### src/rtl/mmio_console_responder_pkg.sv
// Shared constants and types for the MMIO console responder: register offsets,
// default window base and the UART transmitter state encoding.
package mmio_console_responder_pkg;

    localparam logic [63:0] MMIO_BASE_DEFAULT = 64'h0000_0000_1000_0000;

    // Register offsets, selected by addr[4:3]
    localparam logic [1:0] MMIO_TOHOST  = 2'd0;
    localparam logic [1:0] MMIO_CONSOLE = 2'd1;
    localparam logic [1:0] MMIO_STATUS  = 2'd2;
    localparam logic [1:0] MMIO_MCYCLE  = 2'd3;

    typedef enum logic [1:0] {
        IDLE,
        START,
        DATA,
        STOP
    } uart_state_e;

    // Expand 8 byte-lane enables into a 64-bit bit mask
    function automatic logic [63:0] lane_mask(input logic [7:0] be);
        logic [63:0] m;
        m = '0;
        for (int i = 0; i < 8; i++) begin
            m[i*8 +: 8] = {8{be[i]}};
        end
        return m;
    endfunction

endpackage

### src/rtl/mmio_console_responder_if.sv
// Processor data-memory port as seen by the MMIO responder; the processor side
// drives address/store signals, the responder returns load data and its select.
interface mmio_console_responder_if;
    logic [63:0] addr;
    logic [63:0] wdata;
    logic [7:0]  byte_en;
    logic        wen;
    logic [63:0] rdata;
    logic        mmio_sel;

    modport master (
        output addr, wdata, byte_en, wen,
        input  rdata, mmio_sel
    );

    modport slave (
        input  addr, wdata, byte_en, wen,
        output rdata, mmio_sel
    );
endinterface

### src/rtl/mmio_console_responder_sync_fifo.sv
// Synchronous FIFO with first-word-fall-through output. Count carries one extra
// bit so that full and empty are distinguishable with power-of-two depth.
module sync_fifo #(
    parameter int WIDTH = 8,
    parameter int DEPTH = 16,
    localparam int AW = (DEPTH > 1) ? $clog2(DEPTH) : 1
) (
    input  logic             clk,
    input  logic             rst_n,
    input  logic             push,
    input  logic             pop,
    input  logic [WIDTH-1:0] din,
    output logic             full,
    output logic             empty,
    output logic [AW:0]      count,
    output logic [WIDTH-1:0] dout
);

    logic [WIDTH-1:0] r_mem [DEPTH];
    logic [AW-1:0]    r_wr_ptr;
    logic [AW-1:0]    r_rd_ptr;
    logic [AW:0]      r_count;
    logic             w_push_ok;
    logic             w_pop_ok;

    // Full is judged on the pre-edge count, so a push to a full FIFO is lost
    // even when a pop happens on the same edge.
    assign full      = (r_count == (AW+1)'(DEPTH));
    assign empty     = (r_count == '0);
    assign count     = r_count;
    assign dout      = r_mem[r_rd_ptr];
    assign w_push_ok = push && !full;
    assign w_pop_ok  = pop && !empty;

    always_ff @(posedge clk) begin
        if (w_push_ok) begin
            r_mem[r_wr_ptr] <= din;
        end
    end

    always_ff @(posedge clk or negedge rst_n) begin
        if (!rst_n) begin
            r_wr_ptr <= '0;
            r_rd_ptr <= '0;
            r_count  <= '0;
        end else begin
            if (w_push_ok) begin
                r_wr_ptr <= r_wr_ptr + AW'(1);
            end
            if (w_pop_ok) begin
                r_rd_ptr <= r_rd_ptr + AW'(1);
            end
            case ({w_push_ok, w_pop_ok})
                2'b10:   r_count <= r_count + (AW+1)'(1);
                2'b01:   r_count <= r_count - (AW+1)'(1);
                default: r_count <= r_count;
            endcase
        end
    end

endmodule

### src/rtl/mmio_console_responder.sv
// MMIO responder beside dmem: TOHOST test-exit register, free-running MCYCLE,
// STATUS, and a FIFO-buffered 8N1 UART console transmitter.
module mmio_console_responder
    import mmio_console_responder_pkg::*;
#(
    parameter logic [63:0] MMIO_BASE    = MMIO_BASE_DEFAULT,
    parameter int          FIFO_DEPTH   = 16,
    parameter int          CLKS_PER_BIT = 16
) (
    input  logic                           clk,
    input  logic                           rst_n,
    mmio_console_responder_if.slave        bus,
    output logic                           tohost_valid,
    output logic [63:0]                    tohost_value,
    output logic                           uart_tx
);

    localparam int          CW        = $clog2(FIFO_DEPTH) + 1;
    localparam logic [15:0] BAUD_LAST = 16'(CLKS_PER_BIT - 1);

    logic        w_sel;
    logic [1:0]  w_off;
    logic        w_wr;
    logic [63:0] w_wmasked;
    logic        w_push;
    logic        w_pop;
    logic        w_fifo_full;
    logic        w_fifo_empty;
    logic [CW-1:0] w_fifo_count;
    logic [8:0]  w_count_ext;
    logic [7:0]  w_count8;
    logic [7:0]  w_fifo_dout;
    logic        w_tx_busy;
    logic [63:0] w_rdata;

    logic [63:0] r_tohost_value;
    logic        r_tohost_valid;
    logic [63:0] r_mcycle;
    logic [15:0] r_drop_count;

    uart_state_e r_state,    w_state_next;
    logic [15:0] r_baud_cnt, w_baud_next;
    logic [2:0]  r_bit_idx,  w_bit_next;
    logic [7:0]  r_shift,    w_shift_next;
    logic        r_uart_tx,  w_tx_next;
    logic        w_baud_done;

    assign w_sel     = (bus.addr[63:5] == MMIO_BASE[63:5]);
    assign w_off     = bus.addr[4:3];
    assign w_wr      = bus.wen && w_sel;
    assign w_wmasked = bus.wdata & lane_mask(bus.byte_en);
    assign w_push    = w_wr && (w_off == MMIO_CONSOLE) && bus.byte_en[0];

    sync_fifo #(
        .WIDTH (8),
        .DEPTH (FIFO_DEPTH)
    ) u_fifo (
        .clk   (clk),
        .rst_n (rst_n),
        .push  (w_push),
        .pop   (w_pop),
        .din   (bus.wdata[7:0]),
        .full  (w_fifo_full),
        .empty (w_fifo_empty),
        .count (w_fifo_count),
        .dout  (w_fifo_dout)
    );

    // A 256-deep FIFO can hold 256 entries, which the 8-bit STATUS field clamps
    assign w_count_ext = 9'(w_fifo_count);
    assign w_count8    = w_count_ext[8] ? 8'hFF : w_count_ext[7:0];
    assign w_tx_busy   = (r_state != IDLE);

    always_comb begin
        w_rdata = '0;
        if (w_sel) begin
            case (w_off)
                MMIO_TOHOST: w_rdata = r_tohost_value;
                MMIO_STATUS: w_rdata = {32'd0, r_drop_count, w_count8, 5'd0,
                                        w_tx_busy, w_fifo_empty, w_fifo_full};
                MMIO_MCYCLE: w_rdata = r_mcycle;
                default:     w_rdata = '0;
            endcase
        end
    end

    assign bus.rdata    = w_rdata;
    assign bus.mmio_sel = w_sel;

    always_ff @(posedge clk or negedge rst_n) begin
        if (!rst_n) begin
            r_tohost_value <= '0;
            r_tohost_valid <= 1'b0;
            r_mcycle       <= '0;
            r_drop_count   <= '0;
        end else begin
            r_mcycle <= r_mcycle + 64'd1;
            // First nonzero write freezes TOHOST so the exit code cannot be overwritten
            if (w_wr && (w_off == MMIO_TOHOST) && !r_tohost_valid) begin
                r_tohost_value <= w_wmasked;
                if (|w_wmasked) begin
                    r_tohost_valid <= 1'b1;
                end
            end
            if (w_push && w_fifo_full && (r_drop_count != 16'hFFFF)) begin
                r_drop_count <= r_drop_count + 16'd1;
            end
        end
    end

    assign tohost_valid = r_tohost_valid;
    assign tohost_value = r_tohost_value;

    assign w_baud_done = (r_baud_cnt == BAUD_LAST);

    // The line level is registered from the current state, so every symbol
    // appears one cycle after the state that produces it.
    always_comb begin
        w_state_next = r_state;
        w_baud_next  = r_baud_cnt;
        w_bit_next   = r_bit_idx;
        w_shift_next = r_shift;
        w_tx_next    = 1'b1;
        w_pop        = 1'b0;
        case (r_state)
            IDLE: begin
                if (!w_fifo_empty) begin
                    w_pop        = 1'b1;
                    w_shift_next = w_fifo_dout;
                    w_baud_next  = '0;
                    w_state_next = START;
                end
            end
            START: begin
                w_tx_next = 1'b0;
                if (w_baud_done) begin
                    w_baud_next  = '0;
                    w_bit_next   = '0;
                    w_state_next = DATA;
                end else begin
                    w_baud_next = r_baud_cnt + 16'd1;
                end
            end
            DATA: begin
                w_tx_next = r_shift[0];
                if (w_baud_done) begin
                    w_baud_next  = '0;
                    w_shift_next = {1'b0, r_shift[7:1]};
                    if (r_bit_idx == 3'd7) begin
                        w_state_next = STOP;
                    end else begin
                        w_bit_next = r_bit_idx + 3'd1;
                    end
                end else begin
                    w_baud_next = r_baud_cnt + 16'd1;
                end
            end
            STOP: begin
                if (w_baud_done) begin
                    w_baud_next  = '0;
                    w_state_next = IDLE;
                end else begin
                    w_baud_next = r_baud_cnt + 16'd1;
                end
            end
            default: w_state_next = IDLE;
        endcase
    end

    always_ff @(posedge clk or negedge rst_n) begin
        if (!rst_n) begin
            r_state    <= IDLE;
            r_baud_cnt <= '0;
            r_bit_idx  <= '0;
            r_shift    <= '0;
            r_uart_tx  <= 1'b1;
        end else begin
            r_state    <= w_state_next;
            r_baud_cnt <= w_baud_next;
            r_bit_idx  <= w_bit_next;
            r_shift    <= w_shift_next;
            r_uart_tx  <= w_tx_next;
        end
    end

    assign uart_tx = r_uart_tx;

endmodule
### src/flat_wrapper.sv
// flat-port wrapper written by rule: the top's interface ports become plain ports
module mmio_console_responder_flat import mmio_console_responder_pkg::*;
#(
    parameter logic [63:0] MMIO_BASE    = MMIO_BASE_DEFAULT,
    parameter int          FIFO_DEPTH   = 16,
    parameter int          CLKS_PER_BIT = 16
)
  (clk, rst_n, tohost_valid, tohost_value, uart_tx, bus_addr, bus_wdata, bus_byte_en, bus_wen, bus_rdata, bus_mmio_sel);
  mmio_console_responder_if bus_i ();
  input  logic clk;
  input  logic rst_n;
  output logic tohost_valid;
  output logic [63:0] tohost_value;
  output logic uart_tx;
  input wire logic [$bits(bus_i.addr)-1:0] bus_addr;
  input wire logic [$bits(bus_i.wdata)-1:0] bus_wdata;
  input wire logic [$bits(bus_i.byte_en)-1:0] bus_byte_en;
  input wire logic [$bits(bus_i.wen)-1:0] bus_wen;
  output wire logic [$bits(bus_i.rdata)-1:0] bus_rdata;
  output wire logic [$bits(bus_i.mmio_sel)-1:0] bus_mmio_sel;
  assign bus_i.addr = bus_addr;
  assign bus_i.wdata = bus_wdata;
  assign bus_i.byte_en = bus_byte_en;
  assign bus_i.wen = bus_wen;
  assign bus_rdata = bus_i.rdata;
  assign bus_mmio_sel = bus_i.mmio_sel;
  mmio_console_responder #(.MMIO_BASE(MMIO_BASE), .FIFO_DEPTH(FIFO_DEPTH), .CLKS_PER_BIT(CLKS_PER_BIT)) u_core (.clk(clk), .rst_n(rst_n), .bus(bus_i), .tohost_valid(tohost_valid), .tohost_value(tohost_value), .uart_tx(uart_tx));
endmodule
### config.mk
export PLATFORM = sky130hd
export DESIGN_NAME = mmio_console_responder_flat
export DESIGN_NICKNAME = d
export VERILOG_FILES = /design/src/rtl/mmio_console_responder_pkg.sv /design/src/rtl/mmio_console_responder_if.sv /design/src/rtl/mmio_console_responder_sync_fifo.sv /design/src/rtl/mmio_console_responder.sv /design/src/flat_wrapper.sv
export SDC_FILE = /design/constraint.sdc
export NUM_CORES = 1
export LEC_CHECK = 0
export BUFFER_PORTS_ARGS = -buffer_cell sky130_fd_sc_hd__buf_2
export CAP_MARGIN = 20
export CELL_PAD_IN_SITES_DETAIL_PLACEMENT = 0
export CELL_PAD_IN_SITES_GLOBAL_PLACEMENT = 1
export CORE_MARGIN = 3
export CORE_UTILIZATION = 35
export DETAILED_ROUTE_END_ITERATION = 6
export GPL_TIMING_DRIVEN = 0
export PLACE_DENSITY_LB_ADDON = 0.05
export SLEW_MARGIN = 10
export SYNTH_ARGS = -nofsm -noshare
export SYNTH_HDL_FRONTEND = slang
export SYNTH_SLANG_ARGS = --single-unit
### constraint.sdc
create_clock -name clk -period 3.9 [get_ports clk]
set_clock_uncertainty 0.1 [all_clocks]
set_input_delay 0.195 -clock clk [delete_from_list [all_inputs] [get_ports clk]]
set_output_delay 0.195 -clock clk [all_outputs]
set_load 0.005 [all_outputs]
==> results.txt <==
----------------------------------------------------
[Power and ir drop]
  Worst vdd rail ir drop ... ~260 uV
  Design Power ... between 7000 and 8000 uW
  Cell area power density ... between 300 and 400 mW/mm^2
  Leakage component of the power ... ~0.008 uW

[Placement]
  Global placer's final weighted congestion ... ~0.86
  Sum of net half-perimeters after detailed placement ... roughly 34 mm
  Pre-CTS setup slack ... -0.230 ns
  Number of I/O port buffers ... 257

[Critical path]
  Data required time of the critical path ... about 4.2 ns
  Critical-path cell list ... inv_1, ha_1, clkbuf_1, nor2b_1, clkbuf_1, ha_1, clkbuf_1, xor2_1, ha_1, o21a_1, o22a_1, a21oi_1, xor2_1, nor2_1, xor2_1
  CP Max Fanout ... 10
  Crit path largest cell delay ... ~0.41 ns
  CP startpoint kind ... flip-flop
  Cell class contributing the biggest share of worst-path delay ... buffers and inverters
  Setup slack on the worst flop-to-flop path ... 0.30 ns
  Capturing point of the worst reg2reg path ... u_core.u_fifo.count[4]
  Signal arrival time at the worst endpoint ... just under 4 ns
  Reg-to-reg startpoint ... u_core.r_state[0]
  Critical Path End Type ... flip-flop
  Critical Setup Path Class ... reg -> reg
  Length in cells of the worst reg-to-reg path ... 15
  Crit-path slowest cell ... sky130_fd_sc_hd__dfrtp_1
  Number of buffer and inverter stages on the critical path ... 4

[Min path]
  Launch instance of the worst min-delay path ... bus_byte_en[7]
  WHS Endpoint ... u_core.tohost_value[57]
  Count of cells along the worst hold path ... 3
  Worst hold-check path type ... in -> reg

[Status]
  Outcome ... complete, no violations

[Global routing]
  Routing usage on met3 ... between 4 and 5%
  Global route total overflow ... 0
  Fraction of met2 tracks used by global routing ... between 30% and 40%
  Overall global routing resource usage ... a little over a fifth
  Number of global-route vias before repair ... between 10000 and 15000
  Largest net degree at the start of global routing ... between 100 and 150
  Wire length of the first global-routing pass ... around 73 mm
  GRT Max-Usage Layer ... met2
  Antenna violations before repair ... 3
  GR Util met1 ... approximately 29%

[Synth]
  Largest cells by area after synthesis ... sky130_fd_sc_hd__dfrtp_1 31%, sky130_fd_sc_hd__edfxtp_1 26%, sky130_fd_sc_hd__nand2_1 5.1%, sky130_fd_sc_hd__mux4_2 4.1%, sky130_fd_sc_hd__a22oi_1 3.7%
  Seq/Total Area, Yosys ... a little under three fifths
  Number of distinct library cells after synthesis ... between 60 and 70
  Syn Nets ... 1481
  Post-synth EDFFs ... 128
  Mean cell area of the mapped netlist ... 11.3 sq um
  Instance count of the mapped netlist ... 1323
  Dominant synthesized flop cell ... sky130_fd_sc_hd__dfrtp_1
  Share of async-settable or async-resettable flops after synthesis ... about three fifths
  Post-synthesis instance area ... 0.0149 sq mm
  Register bit total from synthesis ... around 320
  Post-synth top area share ... 31.4%
  Synthesis Warnings ... 0
  Cell type with the highest aggregate area in the netlist ... sky130_fd_sc_hd__dfrtp_1

[Routing]
  DRC errors left ... 0
  Remaining number of nets flagged by the antenna check after routing ... 0
  Routed Wire Length ... roughly 47 mm
  WL/cell ... 20.6 um
  Drt first-iter violations ... between 800 and 900
  Total iterations of the first detailed-routing run ... 5
  Number of vias per cell after detailed routing ... 5.14
  Via count ... about 12000

[Clock network]
  TritonCTS clock tree ... yes
  Post-CTS Setup Inserts ... 0
  CTS Buf Count ... 37
  Root Buffer Master ... sky130_fd_sc_hd__clkbuf_16
  Clock Sinks ... ~320
  Longest Clk Path Bufs ... 3
  Clock latency reported for the late side of the worst-skew pair ... about 0.55 ns
  Number of H-tree levels ... 2
  Clock slew at the register clock pins of the worst setup and hold paths ... ~0.060 ns

[Timing]
  Unrepaired setup endpoints after global routing ... false
  Transition time of the tightest slew-check pin ... 1.06 ns
  Minimum clock period after layout ... 3.60 ns
  Smallest setup slack after layout ... between 0.2 and 0.3 ns
  Hold violation total from the final report ... 0
  Max transition margin ... between 20% and 30%
  Max Clock Freq ... 278 MHz
  Share of the cycle needed by the critical path after routing ... just over 90%
  Setup violation total in the final timing report ... 0
  Final slew viol count ... 0

[Die]
  Height of the die ... about 210 um
  Site Rows ... 74
  Number of I/O pins ... 270
  Initial core utilization ... a little over a third
  Die Area ... ~0.045 sq mm
  Floorplan die width ... around 210 um
  Placeable core region ... 0.0415 sq mm

[Final layout]
  Layout cell share with drive strength beyond 1 ... a little under a quarter
  Net count reported at finish ... between 1500 and 2000
  Area growth syn-to-layout ... 28.7%

[Flow run]
  Number of max-cap violations ... 0

----------------------------------------------------
worst reg2reg max path: stages, from the launching register on:
cell                       delay, ns
sky130_fd_sc_hd__dfrtp_1        0.41
sky130_fd_sc_hd__inv_1          0.12
sky130_fd_sc_hd__ha_1           0.15
sky130_fd_sc_hd__clkbuf_1       0.34
sky130_fd_sc_hd__nor2b_1        0.18
sky130_fd_sc_hd__clkbuf_1       0.34
sky130_fd_sc_hd__ha_1           0.25
sky130_fd_sc_hd__clkbuf_1       0.32
sky130_fd_sc_hd__xor2_1         0.12
sky130_fd_sc_hd__ha_1           0.22
sky130_fd_sc_hd__o21a_1         0.17
sky130_fd_sc_hd__o22a_1         0.19
sky130_fd_sc_hd__a21oi_1        0.17
sky130_fd_sc_hd__xor2_1         0.16
sky130_fd_sc_hd__nor2_1         0.07
sky130_fd_sc_hd__xor2_1         0.15
report_power, final:
part	internal (uW)	leakage, uW	total, uW	switching, uW
registers	3460	0.00375	3460	0
clock network	1980	0.000575	3350	1370
logic	144	0.00369	318	175
worst max path at each step:
| stage | startpoint | endpoint | slack [ns] | cells after the start |
|---|---|---|---|---|
| finish | u_core.r_state[0] | u_core.u_fifo.count[4] | 0.30 | 15 |
| global route | u_core.r_state[1] | u_core.u_fifo.count[4] | 0.0007 | 15 |
| CTS | u_core.r_state[0] | u_core.u_fifo.count[4] | 0.22 | 15 |
| detailed placement | bus_addr[51] | u_core.u_fifo.count[4] | -0.23 | 17 |
| global placement | rst_n | u_core.tohost_value[48] | -0.97 | 1 |
| floorplan | u_core.u_fifo.count[1] | u_core.u_fifo.count[4] | 0.81 | 15 |
timing repair:
action                                  CTS  global route
resized for setup                         0             1
endpoints found under the setup margin    0             1
hold endpoints to repair                280             0
hold buffers                            110             0
layout by cell type, fill, tap and decap left out, types with 3 or more instances in the layout:
cell type / count
sky130_fd_sc_hd__buf_2: 262
sky130_fd_sc_hd__nand2_1: 203
sky130_fd_sc_hd__dfrtp_1: 187
sky130_fd_sc_hd__edfxtp_1: 128
sky130_fd_sc_hd__dlygate4sd3_1: 110
sky130_fd_sc_hd__o21ai_0: 109
sky130_fd_sc_hd__nor2_1: 108
sky130_fd_sc_hd__a22oi_1: 73
sky130_fd_sc_hd__clkbuf_1: 70
sky130_fd_sc_hd__xnor2_1: 54
sky130_fd_sc_hd__nand3_1: 44
sky130_fd_sc_hd__clkbuf_16: 39
sky130_fd_sc_hd__xor2_1: 36
sky130_fd_sc_hd__nor4_1: 34
sky130_fd_sc_hd__nand4_1: 28
sky130_fd_sc_hd__mux4_2: 27
sky130_fd_sc_hd__mux2_2: 25
sky130_fd_sc_hd__mux2i_1: 21
sky130_fd_sc_hd__inv_1: 19
sky130_fd_sc_hd__ha_1: 19
sky130_fd_sc_hd__and3_1: 18
sky130_fd_sc_hd__nor3_1: 18
sky130_fd_sc_hd__and4_1: 10
sky130_fd_sc_hd__buf_1: 8
sky130_fd_sc_hd__a21oi_1: 8
sky130_fd_sc_hd__a221oi_1: 8
sky130_fd_sc_hd__clkinv_2: 8
sky130_fd_sc_hd__a31oi_1: 7
sky130_fd_sc_hd__buf_4: 6
sky130_fd_sc_hd__and2_1: 5
sky130_fd_sc_hd__nor2b_1: 5
sky130_fd_sc_hd__nor4_4: 4
sky130_fd_sc_hd__nor3_2: 4
sky130_fd_sc_hd__nand2b_1: 4
sky130_fd_sc_hd__clkbuf_8: 4
sky130_fd_sc_hd__nor3b_1: 3
state kept, by name (all words and copies together) (netlist names):
| signal | cells |
|---|---|
| u_core.u_fifo.r_mem | 128 |
| u_core.r_mcycle | 64 |
| u_core.tohost_value | 64 |
| u_core.r_baud_cnt | 16 |
| u_core.r_drop_count | 16 |
| u_core.r_shift | 8 |
| u_core.u_fifo.count | 5 |
| u_core.u_fifo.r_rd_ptr | 4 |
| u_core.u_fifo.r_wr_ptr | 4 |
| u_core.r_bit_idx | 3 |
| u_core.r_state | 2 |
| u_core.tohost_valid | 1 |
| u_core.uart_tx | 1 |
layout make-up:
cell class	instances	area [sq um]
antenna	2	5.00
tap	532	666
multi-input combinational	910	5990
timing repair buffer	370	2440
clock buffer	56	1080
buffer	77	320
sequential	316	8550
inverter	20	75.1
fill	4004	22300
clock inverter	10	78.8
kinds of logic after synthesis:
kind of cell / Yosys count / synth area share [%]
simple gates: 507 / 16.5
buf+inv: 97 / 2.65
fa+ha+maj: 19 / 1.59
xor+xnor: 90 / 5.29
mux: 73 / 7.37
compound gates: 221 / 9.29
flops: 316 / 57.3
Yosys cell counts, types with 8 or more instances:
cell type,instances
sky130_fd_sc_hd__nand2_1,203
sky130_fd_sc_hd__dfrtp_1,187
sky130_fd_sc_hd__edfxtp_1,128
sky130_fd_sc_hd__nor2_1,109
sky130_fd_sc_hd__o21ai_0,109
sky130_fd_sc_hd__a22oi_1,73
sky130_fd_sc_hd__clkbuf_1,57
sky130_fd_sc_hd__xnor2_1,54
sky130_fd_sc_hd__nand3_1,44
sky130_fd_sc_hd__xor2_1,36
sky130_fd_sc_hd__nor4_1,34
sky130_fd_sc_hd__nand4_1,28
sky130_fd_sc_hd__mux4_2,27
sky130_fd_sc_hd__mux2_2,25
sky130_fd_sc_hd__mux2i_1,21
sky130_fd_sc_hd__nor3_1,21
sky130_fd_sc_hd__ha_1,19
sky130_fd_sc_hd__inv_1,19
sky130_fd_sc_hd__and3_1,18
sky130_fd_sc_hd__and4_1,10
sky130_fd_sc_hd__a21oi_1,8
sky130_fd_sc_hd__a221oi_1,8
sky130_fd_sc_hd__buf_1,8
per-layer routing:
| layer | vias to the layer above | part of all wire [%] |
|---|---|---|
| met5 | - | 0.019 |
| met4 | 2 | 2.4 |
| met3 | 54 | 4.4 |
| met2 | 221 | 48 |
| met1 | 5879 | 45 |
| li1 | 5639 | - |
stage by stage:
| stage | area [sq um] | std cells | util, % | hold slack, ns | setup TNS (ns) |
|---|---|---|---|---|---|
| after floorplan | 14900 | 1323 | - | -0.201 | 0 |
| after global placement | 16900 | 2112 | 40.7 | 0.356 | -174.61 |
| after detailed placement | 16900 | 2115 | 40.8 | 0.188 | -0.230 |
| after CTS | 19200 | 2291 | 46.3 | 0.00267 | 0 |
| after global routing | 19200 | 2293 | 46.3 | 0.0499 | 0 |
| final | 19200 | 2293 | 46.3 | 0.0283 | 0 |
Note: power is estimated with default switching activity, not from simulation.
